File: src/rtl/qpsk_demod.sv
// QPSK hard-decision demodulator: sign slicing plus weak-component flag, buffered in a 2-entry FIFO.
// Optional saturating weak-symbol counter is enabled by defining QPSK_DEMOD_WEAK_CNT_EN.
module qpsk_demod #(
  parameter int unsigned W      = 12,
  parameter int unsigned THRESH = 724
) (
  input  logic                clk,
  input  logic                rst,
  input  logic signed [W-1:0] in_i,
  input  logic signed [W-1:0] in_q,
  input  logic                in_valid,
  output logic                in_ready,
  output logic                out_i,
  output logic                out_q,
  output logic                out_weak,
  output logic                out_valid,
  input  logic                out_ready
`ifdef QPSK_DEMOD_WEAK_CNT_EN
  ,
  output logic [15:0]         weak_cnt,
  input  logic                weak_clr
`endif
);

  localparam int unsigned DEPTH = 2;
  localparam int unsigned DW    = 3;
  localparam int unsigned CNT_W = 16;

  localparam logic [W-1:0] SMIN = {1'b1, {(W-1){1'b0}}};
  localparam logic [W-1:0] SMAX = ~SMIN;

  // Absolute value; the most negative code saturates to the most positive one.
  function automatic logic [W-1:0] sat_abs(input logic [W-1:0] x);
    if (x == SMIN)
      return SMAX;
    else if (x[W-1])
      return W'(-x);
    else
      return x;
  endfunction

  logic [W-1:0]  w_mag_i;
  logic [W-1:0]  w_mag_q;
  logic          w_weak;
  logic [DW-1:0] w_dec;
  logic          w_push;
  logic          w_pop;
  logic [DW-1:0] w_head;

  logic [DW-1:0] r_mem [DEPTH];
  logic          r_wr_ptr;
  logic          r_rd_ptr;
  logic [1:0]    r_count;

  // Decision: sign bit gives the hard bit (zero decides 0), magnitudes give the weak flag.
  always_comb begin
    w_mag_i = sat_abs($unsigned(in_i));
    w_mag_q = sat_abs($unsigned(in_q));
    w_weak  = (32'(w_mag_i) < THRESH) || (32'(w_mag_q) < THRESH);
    w_dec   = {in_i[W-1], in_q[W-1], w_weak};
  end

  assign in_ready  = (r_count != 2'd2);
  assign out_valid = (r_count != 2'd0);
  assign w_push    = in_valid & in_ready;
  assign w_pop     = out_valid & out_ready;
  assign w_head    = r_mem[r_rd_ptr];

  // Head of the FIFO drives the outputs; forced low while empty so reset values hold.
  assign out_i    = out_valid & w_head[2];
  assign out_q    = out_valid & w_head[1];
  assign out_weak = out_valid & w_head[0];

  always_ff @(posedge clk or posedge rst) begin
    if (rst) begin
      r_mem[0] <= '0;
      r_mem[1] <= '0;
      r_wr_ptr <= 1'b0;
      r_rd_ptr <= 1'b0;
      r_count  <= 2'd0;
    end else begin
      if (w_push) begin
        r_mem[r_wr_ptr] <= w_dec;
        r_wr_ptr        <= ~r_wr_ptr;
      end
      if (w_pop)
        r_rd_ptr <= ~r_rd_ptr;
      case ({w_push, w_pop})
        2'b10:   r_count <= r_count + 2'd1;
        2'b01:   r_count <= r_count - 2'd1;
        default: r_count <= r_count;
      endcase
    end
  end

`ifdef QPSK_DEMOD_WEAK_CNT_EN
  logic [CNT_W-1:0] r_weak_cnt;

  // Clear wins over a same-edge increment; the count sticks at all-ones.
  always_ff @(posedge clk or posedge rst) begin
    if (rst)
      r_weak_cnt <= '0;
    else if (weak_clr)
      r_weak_cnt <= '0;
    else if (w_push && w_weak && (r_weak_cnt != {CNT_W{1'b1}}))
      r_weak_cnt <= r_weak_cnt + CNT_W'(1);
  end

  assign weak_cnt = r_weak_cnt;
`endif

endmodule

File: config.mk
export PLATFORM = sky130hd
export DESIGN_NAME = qpsk_demod
export DESIGN_NICKNAME = d
export VERILOG_FILES = /design/src/rtl/qpsk_demod.sv
export SDC_FILE = /design/constraint.sdc
export NUM_CORES = 1
export LEC_CHECK = 0
export ABC_AREA = 1
export CAP_MARGIN = 20
export CORE_AREA = 2 2 46 48
export DETAILED_ROUTE_END_ITERATION = 16
export DIE_AREA = 0 0 48 50
export PLACE_DENSITY = 0.77
export SYNTH_ARGS = -nofsm -noshare
export SYNTH_HDL_FRONTEND = slang
export SYNTH_SLANG_ARGS = --single-unit
File: constraint.sdc
create_clock -name clk -period 1.87 [get_ports clk]
set_input_delay 0.2805 -clock clk [delete_from_list [all_inputs] [get_ports clk]]
set_output_delay 0.2805 -clock clk [all_outputs]
set_load 0.03 [all_outputs]
# --- Word level (Yosys, flattened, before mapping) ---
# Cells that the tools add are included.
word_totals:
  ff_bits: 10
  inputBits: 28
  out_inout_bits: 5
  elab_cells: 43
op_classes:
  n_addsub: 4
  magnitude_cmp: 5
  eq_ne: 5
  n_mux: 11
  bitwise_logic: 9
  reduce_logical: 4
op_table:
  columns: ["cell", "count"]
  rows:
  - ["$mux W12", 4]
  - ["$eq A12 B12 Y1 const B", 2]
  - ["$lt A12 B10 Y1 const B", 2]
  - ["$neg A12 Y12", 2]
  - ["$mux W3", 4]
  - ["$bwmux W6", 1]
  - ["$and A1 B1 Y1", 5]
  - ["$ge A2 B2 Y1 const B", 2]
  - ["$not A1 Y2", 2]
  - ["$pmux W2 S2", 1]
  - ["$reduce_bool A2 Y1", 2]
  - ["$demux W3 S1", 1]
  - ["$add A2 B1 Y2 const B", 1]
  - ["$eq A2 B1 Y1 const B", 1]
  - ["$eq A2 B2 Y1 const B", 1]
  - ["$lt A2 B1 Y1 const B", 1]
  - ["$ne A2 B2 Y1 const B", 1]
  - ["$not A1 Y1", 2]
  - ["$sub A2 B1 Y2 const B", 1]
  - ["$logic_and A1 B1 Y1", 1]
  - ["$logic_or A1 B1 Y1", 1]

# --- Longest topological paths before layout ---
depth:
  ltp_word: 6
  mapped_depth: 12

# --- Worst setup path after synthesis ---
# Ideal clock, no wire load.
synth_path:
  path_type: "register -> register"
  from: "reg r_count[0]"
  to: "reg r_count[1]"
  arrival_time_ps: 1577
  required_time_ps: 1739
  setup_slack_ps: 162
  stages_incl_launch_ff: 9
  period_less_slack_ps: 1708
  path_cell_list: "dfrtp_1 -> nor2_1 -> inv_1 -> nand2_1 -> inv_1 -> ha_1 -> a21oi_1 -> o21ai_0 -> xor2_1"
synth_between:
  elab_chain_cells: 4
synth_lines:
  columns: ["element", "line_no", "rtl"]
  rows:
  - ["start, declared", "53", "logic [1:0] r_count;"]
  - ["start signal, assigned", "89", "2'b10: r_count <= r_count + 2'd1;"]
  - ["start signal, assigned", "90", "2'b01: r_count <= r_count - 2'd1;"]
  - ["start signal, assigned", "91", "default: r_count <= r_count;"]
  - ["$reduce_bool A2 Y1 *", "64", "assign out_valid = (r_count != 2'd0);"]
  - ["via out_valid", "16", "output logic out_valid,"]
  - ["$and A1 B1 Y1 *", "66", "assign w_pop = out_valid & out_ready;"]
  - ["via w_pop", "47", "logic w_pop;"]
  - ["$eq A2 B1 Y1 or $eq A2 B2 Y1 (tied branches)", "88", "case ({w_push, w_pop})"]
  - ["$pmux W2 S2 or $reduce_bool A2 Y1 (tied branches)", null, null]
# The timed path passes the listed nets; every way through them passes the cells marked *.
# A chain may end at the register's enable or synchronous reset.

# --- Final worst setup path ---
layout_path:
  from: "reg r_count[0]"
  to: "out in_ready"
layout_between:
  elab_chain_cells: 1
layout_lines:
  columns: ["element", "line_no", "rtl"]
  rows:
  - ["$ne A2 B2 Y1", "63", "assign in_ready = (r_count != 2'd2);"]
  - ["end, declared", "12", "output logic in_ready,"]
# Every way passes these cells.

==> flow_summary.yaml <==
floorplan:
  start_util_pct: 38.5
  die_w_um: 48
  std_cell_rows: 16
  chipHeight_um: 50
  ioPinCount: 33
  dieArea_mm2: 0.00240
  core_mm2: 0.00190
grt:
  gr-total-overflow: 0
  antenna_found_initial: 0
  grt_pass1_vias: 781
  grt_pass1_wl_um: 2920
  grt_max_degree: 11
  grtUsageTotal_pct: 16.9
timing:
  finalCriticalPeriod_ps: 1830
  fin_ws_ps: 41.0
  setup_violations: 0
  fin_skew_ps: 2.00
  period_share_pct: 97.8
  finalMaxSlewViolations: 0
  clock.fmax_mhz: 547
  slew_headroom_pct: 74.7
  worstMarginPinSlew_ps: 379
  rsz0062_at_grt: "yes"
  finalHoldViolations: 0
cells_and_area:
  nFillCells: 191
  areaGrowthSynthToFinish_pct: 50.8
  final_common_cell: "nand2_1"
  layout_common_cells: "45 x nand2_1, 28 x clkdlybuf4s50_1, 16 x inv_1, 11 x nor2_1, 10 x dfrtp_1"
  drive_gt1_share_pct: 6.67
  diodes: 0
  finalNetCount: 181
clocking:
  cts.sink_count: 10
  cts_tree: "built"
  cts-root-buf: "clkbuf_4"
  numCtsBuffers: 3
  cts_hold_buf: 0
  clk_pin_slew_ps: 60
  clk_latency_ps: 260
  cts_buffer_depth: 2
  htree_levels: 1
power:
  seqPwrFrac_pct: 33.6
  vdd_ir_drop_max_mv: 0.481
  p_int_mw: 0.664
  p_clk_share_pct: 11.8
  power.switching_mw: 0.532
  cellLeakagePower_nw: 0.564
  p_per_area_mw_per_mm2: 1080
  combPwrFrac_pct: 54.6
  switching_share_pct: 44.5
  total_power_mw: 1.20
place:
  dpl_worst_slack_ps: 98.6
  place.gp.congestion: 0.781
  dp_hpwl_um: 1470
  port_buffers: 32
yosys:
  synthesis.area_um2: 732
  syn_avg_cell_area_um2: 6.36
  netlist_instances: 115
  ys_types: 21
  yosysSeqAreaShare_pct: 34.2
  syn_nets: 144
  synth-seq-cells: 10
  synth_warnings: 0
worst_setup_path:
  crit_type: "reg -> out"
  required_ps: 1590
  crit_path_start_kind: "flip-flop"
  cp_max_fo: 5
  arrival_ps: 1550
  cp-end-kind: "output pin"
status:
  outcome: "complete, no violations"
route:
  routed_wl_um: 1670
  ant_nets: 0
  drt-initial-drc-count: 10
  vias: 797
  drc: 0
  route.detailed.wl_per_inst_um: 9.42
  dr.pass1.iters: 4
  vias_per_cell: 4.50
min_path:
  hp-class: "in -> async"
flow_run:
  max-cap-violations: 0
==> stage by stage <==
stage          area [um^2]  utilization [%]  hold WS [ps]  std cells  setup TNS (ps)
2_1_floorplan          732                -           121        115               0
3_3_place_gp          1090             57.1           472        174               0
3_5_place_dp          1090             57.1           485        174               0
4_1_cts               1100             58.0           318        177               0
5_1_grt               1100             58.0           333        177           -84.9
6_report              1100             58.0           297        177               0
==> registers in the layout (all words and copies together), names as in the netlist <==
register / flops
r_mem: 6
r_count: 2
r_rd_ptr: 1
r_wr_ptr: 1
==> critical path, cell delays in order, from the launching register on <==
cell and delay (ps):
dfrtp_1 420, or2_1 270, clkdlybuf4s50_1 600
==> logic make-up after synthesis <==
kind of cell,share of synthesized area (%)
and+or+nand+nor,37.9
muxes,1.37
buffers and inverters,8.72
AOI/OAI and AO/OA,12.5
xor gates and xnor gates,3.59
DFF,34.2
adders and majority gates,1.71
==> final timing paths <==
| check | slack, ps | cells after the start | endpoint | start |
|---|---|---|---|---|
| setup / recovery | 40 | 2 | in_ready | r_count[0] |
| hold / removal | 300 | 2 | r_mem[5] | rst |
| setup reg to reg | 100 | 8 | r_count[1] | r_count[0] |
| hold reg to reg | 500 | 2 | r_mem[0] | r_mem[0] |
| max in group asynchronous | 1300 | 2 | r_count[0] | rst |
| min in group clk | 500 | 2 | r_mem[0] | r_mem[0] |
==> synthesized netlist by cell type <==
library cell | n | share of area (%)
o21ai_1 | 2 | 1.4
o21ai_2 | 1 | 1.2
inv_2 | 1 | 0.51
dfrtp_1 | 10 | 34
nor2_2 | 2 | 1.7
or2_2 | 1 | 0.86
nand2_1 | 45 | 23
inv_1 | 16 | 8.2
or2_1 | 1 | 0.86
a21oi_1 | 7 | 4.8
o21bai_1 | 1 | 1.0
xor2_1 | 2 | 2.4
mux2i_1 | 1 | 1.4
nor2_4 | 1 | 1.5
xnor2_1 | 1 | 1.2
ha_1 | 1 | 1.7
nand4_1 | 1 | 0.86
nand3_1 | 3 | 2.1
nor3_2 | 1 | 1.4
nor2_1 | 11 | 5.6
o21ai_0 | 6 | 4.1
==> per-layer routing <==
| layer | track usage [%] | part of all wire [%] | vias to the layer above |
|---|---|---|---|
| met2 | 30.2 | 52 | 22 |
| met4 | 6.76 | 1.9 | 0 |
| met1 | 18.1 | 42 | 342 |
| met3 | 3.30 | 4.4 | 4 |
| met5 | 0 | 0 | - |
| li1 | - | - | 429 |
==> final cells by class <==
cell class / count / area, um^2 / area share, %
inverters: 17 / 63.8 / 5.78
multi-input cells: 88 / 418 / 37.9
clock buffers: 3 / 22.5 / 2.04
flip-flops and latches: 10 / 250 / 22.7
well taps: 27 / 33.8 / 3.06
repair buffers: 32 / 315 / 28.6
==> power groups by stage <==
stage	Sequential [mW]	Combinational, mW	Clock [mW]
after floorplan	0.383	0.445	0
after global placement	0.400	0.669	0
after CTS	0.402	0.661	0.144
final	0.402	0.654	0.141
after detailed placement	0.405	0.698	0
after global routing	0.414	0.736	0.157
==> timing repair <==
| item | in CTS | in global routing |
|---|---|---|
| setup endpoints to repair | 4 | 2 |
| gates resized for setup | 4 | 0 |
| setup buffers | 0 | 0 |
Power figures use the tool's default switching activity.
==> RTL edit: new RTL, same settings <==
Change the localparam `DEPTH` from 2 to 4.
--- a/src/rtl/qpsk_demod.sv
+++ b/src/rtl/qpsk_demod.sv
@@ -24,3 +24,3 @@
 
-  localparam int unsigned DEPTH = 2;
+  localparam int unsigned DEPTH = 4;
   localparam int unsigned DW    = 3;
Check against the original RTL: same outputs for any inputs over 10 cycles, from zero or initial values and one cycle with rst high; that may be too few to reach the edited logic, so the function may still have changed.
==> RTL edit against the original RTL <==
Non-clock buffer count stayed put; setup slack better by 58 ps; wire length is 0.12% lower; area after synthesis is 2.4% higher; critical path depth is 1 higher; sequential cell count stayed put; total power is 5.3% higher; final area is 2.0% higher; largest power group unchanged.
==> RTL edit: results (changes against the original RTL) <==
* Number of global-route vias before repair at 786 (+0.64%)
* GP Congestion at 0.7659 (-2.0%)
* Fraction of synthesized cell area in xor and xnor cells at 0.03506 (-0.0008390)
* Cell Area, Placed at 1104 um^2 (+1.6%)
* WS Path Type: register to output port
* Max rail drop VDD at 638.6 uV (+33%)
* CP Data Arrival Time at 1490 ps (-60 ps)
* Worst Skew at 3.457 ps (+1.454 ps)
* Nets at 179 (-1.1%)
* Htree depth at 1 (unchanged)
* Antenna violations before repair at 0 (unchanged)
* Vias/cell at 4.646 (+3.2%)
* Crit path max fanout at 5 (unchanged)
* # fillers at 176 (-7.9%)
* CP max stage delay at 670 ps (+70 ps)
* Worst Setup EP: in_ready
* Leakage power at 0.5551 nW (-1.5%)
* WL final at 1666 um (-0.12%)
* GRT Resource Usage Total at 0.1702 (+0.001288)
* Worst slew margin at 0.7531 (+0.006234)
* First-pass GRT wire length at 2946 um (+0.96%)
* Worst r2r dst: r_count[1]
* Antenna diodes at 0 (unchanged)
* Reg2reg setup slack at 230 ps (+130 ps)
* Pwr dens at 1118 nW/um^2 (+3.2%)
* Synth Area in Compound Gates at 0.1319 (+0.007100)
* Largest net degree at the start of global routing at 11 (unchanged)
* Post-synth top cells: nand2_1, inv_1, dfrtp_1, nor2_1, o21ai_0
* Biggest regs: r_mem (6), r_count (2)
* Synthesized Nets at 142 (-1.4%)
* Drt first-iter violations at 9 (-1)
* DR pass1 iterations at 4 (unchanged)
* Slowest CP cell: clkdlybuf4s50_1
* Number of distinct library cells after synthesis at 21 (unchanged)
* Mux cell area share after synthesis at 0.02838 (+0.01471)
* Setup repair bufs after CTS at 0 (unchanged)
* Synth warn at 0 (unchanged)
* Sequential area share after synthesis at 0.3339 (-0.007991)
* CTS root buf: clkbuf_4
* Status: finished, final reports clean
* Post-DP HPWL at 1450 um (-1.1%)
* Post-CTS Resized at 3 (-1)
* Post-Synth Adder-Cell Area at 0.01669 (-0.0003995)
* Top post-synthesis cells by area: dfrtp_1, nand2_1, inv_1
* Layout cells sized above 1 at 0.08108 (+0.01441)
[RTL edit: cell types whose count changed after synthesis, sizes merged]
cell,delta
or2,-1
xor2,-1
mux2,+1
nor2,+1
nand2,-3
xnor2,+1
nand3,-1
o21a,+1
[RTL edit: through the flow]
stage	setup WS (ps)	cells
after floorplan	217.1	113
after global placement	174.7	172
after detailed placement	136.4	172
after CTS	5.616	175
after global routing	1.188	175
final	99.15	175
[RTL edit: area by class of cell]
type,instances,area share
Multi-Input combinational cell,86,0.3867
Timing Repair Buffer,32,0.2844
Sequential cell,10,0.2222
Inverter,17,0.05667
Tap cell,27,0.03000
Clock buffer,3,0.02000
[RTL edit: worst max-delay path: cells and delay by family, from the launching register on]
kind | cells | cell delay (ps)
simple gates | 1 | 90
buf+inv | 2 | 730
flops | 1 | 410
[RTL edit: how the worst min path moves through the flow]
| stage | from | endpoint | slack, ps | cells past startpoint |
|---|---|---|---|---|
| 3_3_place_gp | r_mem[8] | r_mem[8] | 470 | 1 |
| 5_1_grt | rst | r_mem[9] | 340 | 2 |
| 2_1_floorplan | rst | r_count[0] | 120 | 1 |
| 3_5_place_dp | r_mem[8] | r_mem[8] | 470 | 1 |
| 4_1_cts | rst | r_mem[9] | 300 | 2 |
| 6_report | rst | r_mem[9] | 290 | 2 |
[RTL edit: power breakdown]
group / leakage, nW / switching, mW / internal, mW
clock network: 0.0138 / 0.0676 / 0.0741
logic: 0.422 / 0.411 / 0.298
registers: 0.119 / 0.0794 / 0.329
total: 0.555 / 0.558 / 0.701
[RTL edit: layer usage]
layer / global-route usage / vias up / wire length (um)
met5: 0 / - / 0
met4: 0.08108 / 0 / 42
met3: 0.02198 / 5 / 87
met2: 0.3133 / 26 / 854
met1: 0.1742 / 360 / 682
li1: - / 422 / -
